## config.mk

```make
export PLATFORM = sky130hd
export DESIGN_NAME = seven_seg_capture
export DESIGN_NICKNAME = d
export VERILOG_FILES = /design/src/rtl/seven_seg_pkg.sv /design/src/rtl/seven_seg_decode.sv /design/src/rtl/seven_seg_capture.sv
export SDC_FILE = /design/constraint.sdc
export NUM_CORES = 1
export LEC_CHECK = 0
export ABC_AREA = 1
export CAP_MARGIN = 20
export CORE_ASPECT_RATIO = 0.75
export CORE_UTILIZATION = 27
export CTS_CLUSTER_DIAMETER = 100
export DETAILED_ROUTE_END_ITERATION = 16
export PLACE_DENSITY = 0.51
export SLEW_MARGIN = 20
export SYNTH_ARGS = -nofsm -noshare
export SYNTH_HDL_FRONTEND = slang
export SYNTH_SLANG_ARGS = --single-unit
```

## constraint.sdc

```tcl
create_clock -name clk -period 2.2 [get_ports clk]
set_clock_uncertainty 0.05 [all_clocks]
set_input_delay 0.44 -clock clk [delete_from_list [all_inputs] [get_ports clk]]
set_output_delay 0.44 -clock clk [all_outputs]
set_load 0.01 [all_outputs]
```

## src/rtl/seven_seg_pkg.sv

```systemverilog
`default_nettype none
// ============================================================================
//  Module      : seven_seg_pkg
//  Description : Shared seven-segment types and the hex glyph table. The
//                encoder and the decoder both use seg_encode(), so the two
//                tables cannot diverge.
//                Segment order: bit0=a .. bit6=g, active-high (lit = 1).
//  Revision    : 1.0 - initial release
// ============================================================================
package seven_seg_pkg;

    typedef logic [6:0] seven_seg_t;

    localparam seven_seg_t SEG_BLANK = 7'h00;

    // Canonical glyph for each hex nibble. Lowercase 'b' and 'd' keep them
    // distinguishable from '8' and '0'.
    function automatic seven_seg_t seg_encode(input logic [3:0] nibble);
        seven_seg_t seg;
        case (nibble)
            4'h0:    seg = 7'h3F;
            4'h1:    seg = 7'h06;
            4'h2:    seg = 7'h5B;
            4'h3:    seg = 7'h4F;
            4'h4:    seg = 7'h66;
            4'h5:    seg = 7'h6D;
            4'h6:    seg = 7'h7D;
            4'h7:    seg = 7'h07;
            4'h8:    seg = 7'h7F;
            4'h9:    seg = 7'h6F;
            4'hA:    seg = 7'h77;
            4'hB:    seg = 7'h7C;
            4'hC:    seg = 7'h39;
            4'hD:    seg = 7'h5E;
            4'hE:    seg = 7'h79;
            4'hF:    seg = 7'h71;
            default: seg = SEG_BLANK;
        endcase
        return seg;
    endfunction

endpackage : seven_seg_pkg
`default_nettype wire

```

## src/rtl/seven_seg_decode.sv

```systemverilog
`default_nettype none
// ============================================================================
//  Module      : seven_seg_decode
//  Description : Combinational inverse of the seven-segment encoder.
//                Any pattern that is not one of the 16 hex glyphs (blank
//                included) yields nibble 0 with o_valid low.
//  Ports       : i_seg    - segment pattern (bit0=a .. bit6=g)
//                o_nibble - decoded hex value
//                o_valid  - pattern matched a known glyph
//  Revision    : 1.0 - initial release
// ============================================================================
module seven_seg_decode
    import seven_seg_pkg::*;
(
    input  seven_seg_t  i_seg,
    output logic [3:0]  o_nibble,
    output logic        o_valid
);

    // Search the shared encode table so both directions stay consistent.
    always_comb begin
        o_nibble = 4'h0;
        o_valid  = 1'b0;
        for (int i = 0; i < 16; i++) begin
            if (i_seg == seg_encode(4'(i))) begin
                o_nibble = 4'(i);
                o_valid  = 1'b1;
            end
        end
    end

endmodule : seven_seg_decode
`default_nettype wire

```

## src/rtl/seven_seg_capture.sv

```systemverilog
`default_nettype none
// ============================================================================
//  Module      : seven_seg_capture
//  Description : Receiver for a multiplexed seven-segment bus. Registers the
//                segment / digit-select pair, waits for SETTLE_CYCLES
//                identical samples, decodes the glyph into the selected
//                nibble slot and publishes the assembled value once every
//                digit of the frame has been captured.
//  Ports       : clk, rst    - clock, synchronous active-high reset
//                seg_in      - segment pattern (bit0=a .. bit6=g)
//                digit_sel   - one-hot digit enable, bit i -> nibble i
//                dout        - assembled value, digit i at [4i+3:4i]
//                dout_valid  - one-cycle pulse when outputs update
//                dout_err    - frame had a bad glyph or multi-hot select
//                err_mask    - per-digit bad-glyph flags of reported frame
//  Revision    : 1.0 - initial release
// ============================================================================
module seven_seg_capture
    import seven_seg_pkg::*;
#(
    parameter int DIGIT_COUNT   = 2,
    parameter int SETTLE_CYCLES = 4
)(
    input  logic                       clk,
    input  logic                       rst,
    input  seven_seg_t                 seg_in,
    input  logic [DIGIT_COUNT-1:0]     digit_sel,
    output logic [4*DIGIT_COUNT-1:0]   dout,
    output logic                       dout_valid,
    output logic                       dout_err,
    output logic [DIGIT_COUNT-1:0]     err_mask
);

    localparam logic [7:0]             C_SETTLE  = 8'(SETTLE_CYCLES);
    localparam logic [DIGIT_COUNT-1:0] C_SEL_ONE = DIGIT_COUNT'(1);

    // Input stage and the previous registered pair
    seven_seg_t               r_s_seg;
    seven_seg_t               r_p_seg;
    logic [DIGIT_COUNT-1:0]   r_s_sel;
    logic [DIGIT_COUNT-1:0]   r_p_sel;
    logic [7:0]               r_run_cnt;

    // Frame accumulation
    logic [4*DIGIT_COUNT-1:0] r_buf;
    logic [DIGIT_COUNT-1:0]   r_frame_mask;
    logic [DIGIT_COUNT-1:0]   r_frame_err;
    logic                     r_frame_sel_err;

    // Output registers
    logic [4*DIGIT_COUNT-1:0] r_dout;
    logic                     r_dout_valid;
    logic                     r_dout_err;
    logic [DIGIT_COUNT-1:0]   r_err_mask;

    logic                     w_same;
    logic [7:0]               w_cnt_next;
    logic                     w_accept;
    logic                     w_sel_nz;
    logic                     w_sel_onehot;
    logic                     w_sel_multi;
    logic [3:0]               w_nibble;
    logic                     w_glyph_ok;
    logic                     w_complete;
    logic [4*DIGIT_COUNT-1:0] w_buf_next;
    logic [DIGIT_COUNT-1:0]   w_mask_next;
    logic [DIGIT_COUNT-1:0]   w_err_next;
    logic                     w_sel_err_next;

    seven_seg_decode u_decode (
        .i_seg    (r_s_seg),
        .o_nibble (w_nibble),
        .o_valid  (w_glyph_ok)
    );

    // Run length of the current registered pair, saturating at SETTLE.
    assign w_same     = (r_s_seg == r_p_seg) && (r_s_sel == r_p_sel);
    assign w_cnt_next = !w_same                 ? 8'd1     :
                        (r_run_cnt >= C_SETTLE) ? C_SETTLE :
                                                  r_run_cnt + 8'd1;

    // Accept only on the transition into SETTLE: a run already sitting at
    // SETTLE is not accepted again. A changed pair restarts at 1, so with
    // SETTLE_CYCLES=1 every change is accepted.
    assign w_accept   = (w_cnt_next == C_SETTLE) &&
                        !(w_same && (r_run_cnt == C_SETTLE));

    assign w_sel_nz     = (r_s_sel != '0);
    assign w_sel_onehot = w_sel_nz && ((r_s_sel & (r_s_sel - C_SEL_ONE)) == '0);
    assign w_sel_multi  = w_sel_nz && !w_sel_onehot;

    assign w_complete   = &r_frame_mask;

    always_comb begin
        w_buf_next     = r_buf;
        w_mask_next    = r_frame_mask;
        w_err_next     = r_frame_err;
        w_sel_err_next = r_frame_sel_err;
        if (w_accept && w_sel_onehot) begin
            for (int i = 0; i < DIGIT_COUNT; i++) begin
                if (r_s_sel[i]) begin
                    w_buf_next[4*i +: 4] = w_nibble;
                    w_mask_next[i]       = 1'b1;
                    w_err_next[i]        = !w_glyph_ok;
                end
            end
        end
        if (w_accept && w_sel_multi) begin
            w_sel_err_next = 1'b1;
        end
    end

    always_ff @(posedge clk) begin
        if (rst) begin
            r_s_seg         <= SEG_BLANK;
            r_p_seg         <= SEG_BLANK;
            r_s_sel         <= '0;
            r_p_sel         <= '0;
            r_run_cnt       <= 8'd0;
            r_buf           <= '0;
            r_frame_mask    <= '0;
            r_frame_err     <= '0;
            r_frame_sel_err <= 1'b0;
            r_dout          <= '0;
            r_dout_valid    <= 1'b0;
            r_dout_err      <= 1'b0;
            r_err_mask      <= '0;
        end else begin
            r_s_seg      <= seg_in;
            r_s_sel      <= digit_sel;
            r_p_seg      <= r_s_seg;
            r_p_sel      <= r_s_sel;
            r_run_cnt    <= w_cnt_next;
            r_buf        <= w_buf_next;
            r_dout_valid <= w_complete;
            if (w_complete) begin
                // Report includes anything accepted on this same edge.
                r_dout          <= w_buf_next;
                r_err_mask      <= w_err_next;
                r_dout_err      <= (|w_err_next) | w_sel_err_next;
                r_frame_mask    <= '0;
                r_frame_err     <= '0;
                r_frame_sel_err <= 1'b0;
            end else begin
                r_frame_mask    <= w_mask_next;
                r_frame_err     <= w_err_next;
                r_frame_sel_err <= w_sel_err_next;
            end
        end
    end

    assign dout       = r_dout;
    assign dout_valid = r_dout_valid;
    assign dout_err   = r_dout_err;
    assign err_mask   = r_err_mask;

endmodule : seven_seg_capture
`default_nettype wire

```

### Word level (Yosys, flattened, before mapping)

Index checks and enable logic that the tools add are counted.

* logic and storage cells: 96
* register bits: 51

* reduce and logical (&&, ||, !) cells: 17
* order comparisons: 1
* multiplexer cells: 40
* bitwise gates (word level): 2
* equality and inequality tests: 20
* add/subtract/negate cells: 2

Operator list (number)
* $eq 7x7->1 const B: 12
* $mux 4: 10
* $mux 8: 3
* $mux 1: 20
* $eq 8x3->1 const B: 2
* $eq 7x3->1 const B: 2
* $eq 7x6->1 const B: 2
* $mux 3: 4
* $add 8x1->8 const B: 1
* $ge 8x3->1 const B: 1
* $eq 7x7->1: 1
* $logic_and 1x1->1: 7
* $mux 2: 3
* $reduce_and 2->1: 3
* $reduce_or 2->1: 2
* $logic_not 1->1: 3
* $and 2x2->2: 1
* $eq 2x2->1: 1
* $logic_not 2->1: 1
* $reduce_bool 2->1: 1
* $sub 2x1->2 const B: 1
* $or 1x1->1: 1

### Logic depth before layout (Yosys ltp)

* depth in word-level cells: 22
* gate-level depth with buffers: 14
* gate-level depth less buffers: 14

### Hierarchy

A second synthesis with hierarchy kept.

* cell total of the unflattened synthesis: 310
* area, all modules: 2219.6 um^2

By module, submodules not included
* seven_seg_capture: sequential area each 1021.0 um^2, instances 1, area each 1884.3 um^2, cells each 243
* seven_seg_decode: sequential area each 0.0 um^2, instances 1, area each 335.3 um^2, cells each 67

### Least setup slack after synthesis

No wires, ideal clock.

* kind: register to register
* start: register r_s_sel[0]
* end: register r_dout[0] (netlist: dout[0])
* arrival time: 1.479 ns
* slack: 0.558 ns
* clock period less this slack: 1.642 ns
* data required time: 2.037 ns
* stages on the path, launching flop included: 12
* path buffers: 1
* library setup time: 0.113 ns
* path through: dfxtp_1 > buf_6 > xnor2_2 > nand2_1 > nor2_4 > nand3_2 > nor2_4 > nand3_2 > nor2_1 > nand2_1 > nand3_1 > nand2_1

* word-level cells in the longest chain between the ends: 7
* elaborated cells between the ends (all ways): 15
* those cells by class: add/sub (1); eq/ne (2); mux (3); bitwise (1); reduce/logical (8)

RTL lines
* start, declared: RTL line seven_seg_capture.sv:40 `logic [DIGIT_COUNT-1:0] r_s_sel;`
* start signal, assigned: RTL line seven_seg_capture.sv:130 `r_s_sel <= digit_sel;`
* $eq 2x2->1: RTL line seven_seg_capture.sv:77 `assign w_same = (r_s_seg == r_p_seg) && (r_s_sel == r_p_sel);`
* $logic_and 1x1->1: RTL line seven_seg_capture.sv:77
* $mux 8 or $logic_and 1x1->1 (tied branches): RTL line seven_seg_capture.sv:78, seven_seg_capture.sv:86
* $eq 8x3->1 or $logic_not 1->1 (tied branches): RTL line seven_seg_capture.sv:85, seven_seg_capture.sv:86
* $logic_and 1x1->1: RTL line seven_seg_capture.sv:85 `assign w_accept = (w_cnt_next == C_SETTLE) &&`
* $logic_and 1x1->1: RTL line seven_seg_capture.sv:99 `if (w_accept && w_sel_onehot) begin`
* $mux 8 *: RTL line seven_seg_capture.sv:99
* end signal, assigned: RTL line seven_seg_capture.sv:138 `r_dout <= w_buf_next;`
* end, declared: RTL line seven_seg_capture.sv:51 `logic [4*DIGIT_COUNT-1:0] r_dout;`

Mark *: on every way between the ends. The rest lies on a longest branch, timed or not.
A chain may end at the register's enable or synchronous reset.

### Worst setup path after layout

* start: register r_s_sel[1]
* end: register r_dout[0] (netlist: dout[0])

* word-level cells in the longest chain between the ends: 7
* elaborated cells between the ends (all ways): 14
* those cells by class: add/sub (1); eq/ne (2); mux (2); bitwise (1); reduce/logical (8)

RTL lines (RTL line)
* $eq 2x2->1: seven_seg_capture.sv:77
* $logic_and 1x1->1: seven_seg_capture.sv:77
* $mux 8 or $logic_and 1x1->1 (tied branches): seven_seg_capture.sv:78, seven_seg_capture.sv:86
* $eq 8x3->1 or $logic_not 1->1 (tied branches): seven_seg_capture.sv:85, seven_seg_capture.sv:86
* $logic_and 1x1->1: seven_seg_capture.sv:85
* $logic_and 1x1->1 *: seven_seg_capture.sv:99
* $mux 8 *: seven_seg_capture.sv:99

Marks and branches as above.

==> impl_results.md <==
* Status: finished, final reports clean
* Die X at ~110 µm
* Clock Tree Buf Depth at 2
* Cts hold-fix bufs at 0
* Area contributors post-synth: dfxtp_1 44%, nand2_1 14%, nor2_1 7.8%, inv_1 6.8%, nand3_1 2.6%
* Syn avg cell area at around 7.3 µm²
* CTS Buf Count at 5
* Slew headroom at 0.502
* Dpl ws at just over 0.2 ns
* Vias in the first global route at approximately 1600
* Cell taking the most area after synthesis: dfxtp_1
* Total die area at 8940 µm²
* Setup Viol. Count Final at 0
* Worst Setup Slack, final at between 0.2 and 0.3 ns
* CP most frequent cell: nand2_1
* P per Cell Area at 697 nW/µm²
* GRT overflow at 0
* Slowest CP cell: dfxtp_1
* Fmax at 0.515 GHz
* Post-synth top cells: 84 x nand2_1, 51 x dfxtp_1, 48 x nor2_1, 42 x inv_1, 12 x nand3_1
* Final Hold Viols at 0
* Post-synthesis sequential area ratio at 0.442
* Required time of the critical path at ~2.3 ns
* Critical path class: flop to flop
* Seq cells post-synth at 51
* Final worst path period share at 0.882
* CP cell instances: xnor2_2, nand2_1, nor2_4, nand3_2, nor2_4, nand3_2, nor2_1, nand2_1, nand3_1, nand2_1
* GP Congestion at approximately 0.86
* Unique masters post-synth at 29
* Cell area after synthesis at 2310 µm²
* Layout cells sized above 1 at 0.130
* CP Data Arrival Time at 2.08 ns
* Clock Latency Late Sink at around 0.29 ns
* Hold Path Class: flop to flop
* Setup TNS Final at 0 ns
* Final wirelength at between 4000 and 5000 µm
* CTS Sinks at 51
* Lkg Pwr at 0.00126 µW
* Root Driver: clkbuf_16
* Max Cap Viol at 0
* CP max FO at 10
* Crit path largest cell delay at ~0.51 ns
* Critical path endpoint category: flop
* Routed Antenna Nets at 0
* Routed wire per std cell at 9.82 µm
* Ys Warns at 0
* Kind of cell adding the most delay to the critical path: simple AND/OR/NAND/NOR gates
* Post-DP HPWL at 3320 µm
* DR iter-0 viols at 80
* Worst-margin pin slew at 0.744 ns
* Ant. Diodes at 0
* RSZ-0062 raised after global routing: no
* Total iterations of the first detailed-routing run at 4
* Post-route DRC at 0
* Synth top area share at 0.442
* Effective utilization at floorplan at 0.286
* R2R Setup Slk at 0.26 ns
* Critical Path Source Type: flop
* First-pass GRT wire length at 7580 µm
* Buffers added on ports at 22
* Core Area at between 8000 and 9000 µm²
* Initial antenna violation count at 0
* Clock Pin Slew Worst Setup and Hold Paths at 0.07 ns
* Vias per cell at between 4 and 5
* CP Buf/Inv Count at 0
* Mapped Cells at 317
* Async S/R FF share, synth at 0
* Number of enable flip-flop cells after synthesis at 0
* Most frequent cell after synthesis: nand2_1
* Via count at 1854
* CTS tree: done
* Final worst path period need at 1.94 ns
* H-tree depth at 2
* Peak supply drop at approximately 0.26 mV
* Synthesis-to-finish area growth at 22.3%
* Largest net degree at the start of global routing at 26
* Rows at 28
* Die height at 82.1 µm
* Top FF cell, synth: dfxtp_1
* GRT Overall Usage at 0.112
* Io pins at 23
* Final core occ at 0.350
* Final nets at roughly 360
* Slew Limit Fails at 0
-- cell usage in the layout (no fill, tap or decap), types with 2 or more instances in the layout --
cell type / synthesis / final
a21oi_1: 6 / 6
and2_1: 4 / 4
buf_4: 0 / 2
clkbuf_16: 0 / 5
clkdlybuf4s50_1: 0 / 22
conb_1: 1 / 5
dfxtp_1: 51 / 50
ha_1: 3 / 3
inv_1: 42 / 42
inv_2: 6 / 6
nand2_1: 84 / 84
nand2_2: 6 / 6
nand3_1: 12 / 12
nand3_2: 4 / 4
nand4_1: 6 / 6
nor2_1: 48 / 48
nor2_2: 6 / 6
nor2_4: 3 / 3
nor3_1: 3 / 3
o21a_1: 2 / 2
o21ai_0: 5 / 5
o21ai_1: 2 / 2
o21ai_2: 4 / 4
o21bai_1: 2 / 2
xnor2_1: 5 / 4
xnor2_2: 2 / 3
-- cell families (layout without fill, tap and decap cells) --
kind of cell,Yosys count,after routing,synth area share
buffers and inverters,55,80,0.0963
AND/OR/NAND/NOR,178,178,0.352
adder cells (fa/ha/maj),3,3,0.0162
XOR/XNOR,7,7,0.0330
other,1,5,0.00162
flip-flops,51,51,0.442
AO/OA/AOI/OAI,22,22,0.0595
-- area by class of cell --
class,instances,area [µm²]
Fill cell,837,5260
Multi-Input combinational cell,215,1090
Sequential cell,51,1020
Timing Repair Buffer,24,235
Inverter,48,180
Tap cell,105,131
Clock buffer,5,125
Clock inverter,3,43.8
-- through the flow --
stage | hold WS [ns] | power (µW) | instances | cell area, µm²
final | 0.399 | 1970 | 451 | 2830
after global routing | 0.417 | 2070 | 451 | 2830
after CTS | 0.402 | 2010 | 451 | 2820
after detailed placement | 0.388 | 1120 | 443 | 2650
after global placement | 0.394 | 1120 | 443 | 2650
after floorplan | 0.386 | 1080 | 321 | 2330
-- report_power, final --
part           switching (µW)  internal, µW  leakage, µW
sequential               21.3           946     0.000417
combinational            75.3          53.3     0.000762
clock                     338           536    0.0000838
total                     435          1540      0.00126
-- repair_timing --
| item | 4_1_cts | 5_1_grt |
|---|---|---|
| endpoints found under the setup margin | 0 | 1 |
| resized for setup | 0 | 2 |
| setup buffers | 0 | 0 |
-- worst paths after layout --
check,startpoint,end,cells past startpoint
setup reg to reg,r_s_sel[1],dout[0],10
hold / removal,dout[5],dout[5],2
hold reg to reg,dout[5],dout[5],2
setup / recovery,r_s_sel[1],dout[0],10
-- registers in the layout, indices dropped and copies added, names as in the netlist, 2 cells and up --
name,flops
dout,8
r_p_seg,7
r_s_seg,7
r_s_sel,2
r_buf,8
r_frame_err,2
err_mask,2
r_p_sel,2
r_frame_mask,2
r_run_cnt,8
-- per-layer routing --
layer,up-vias,wire length [µm],GRT usage
met5,-,0,0
met4,0,47,0.0365
met3,4,162,0.0330
met2,23,1670,0.159
met1,811,2550,0.159
li1,1016,-,-
-- tightest hold or removal path, delay by kind of cell (launching register included) --
kind / cells / cell delay (ns)
flops: 1 / 0.31
simple gates: 2 / 0.10
Note: power is estimated with default switching activity, not from simulation.
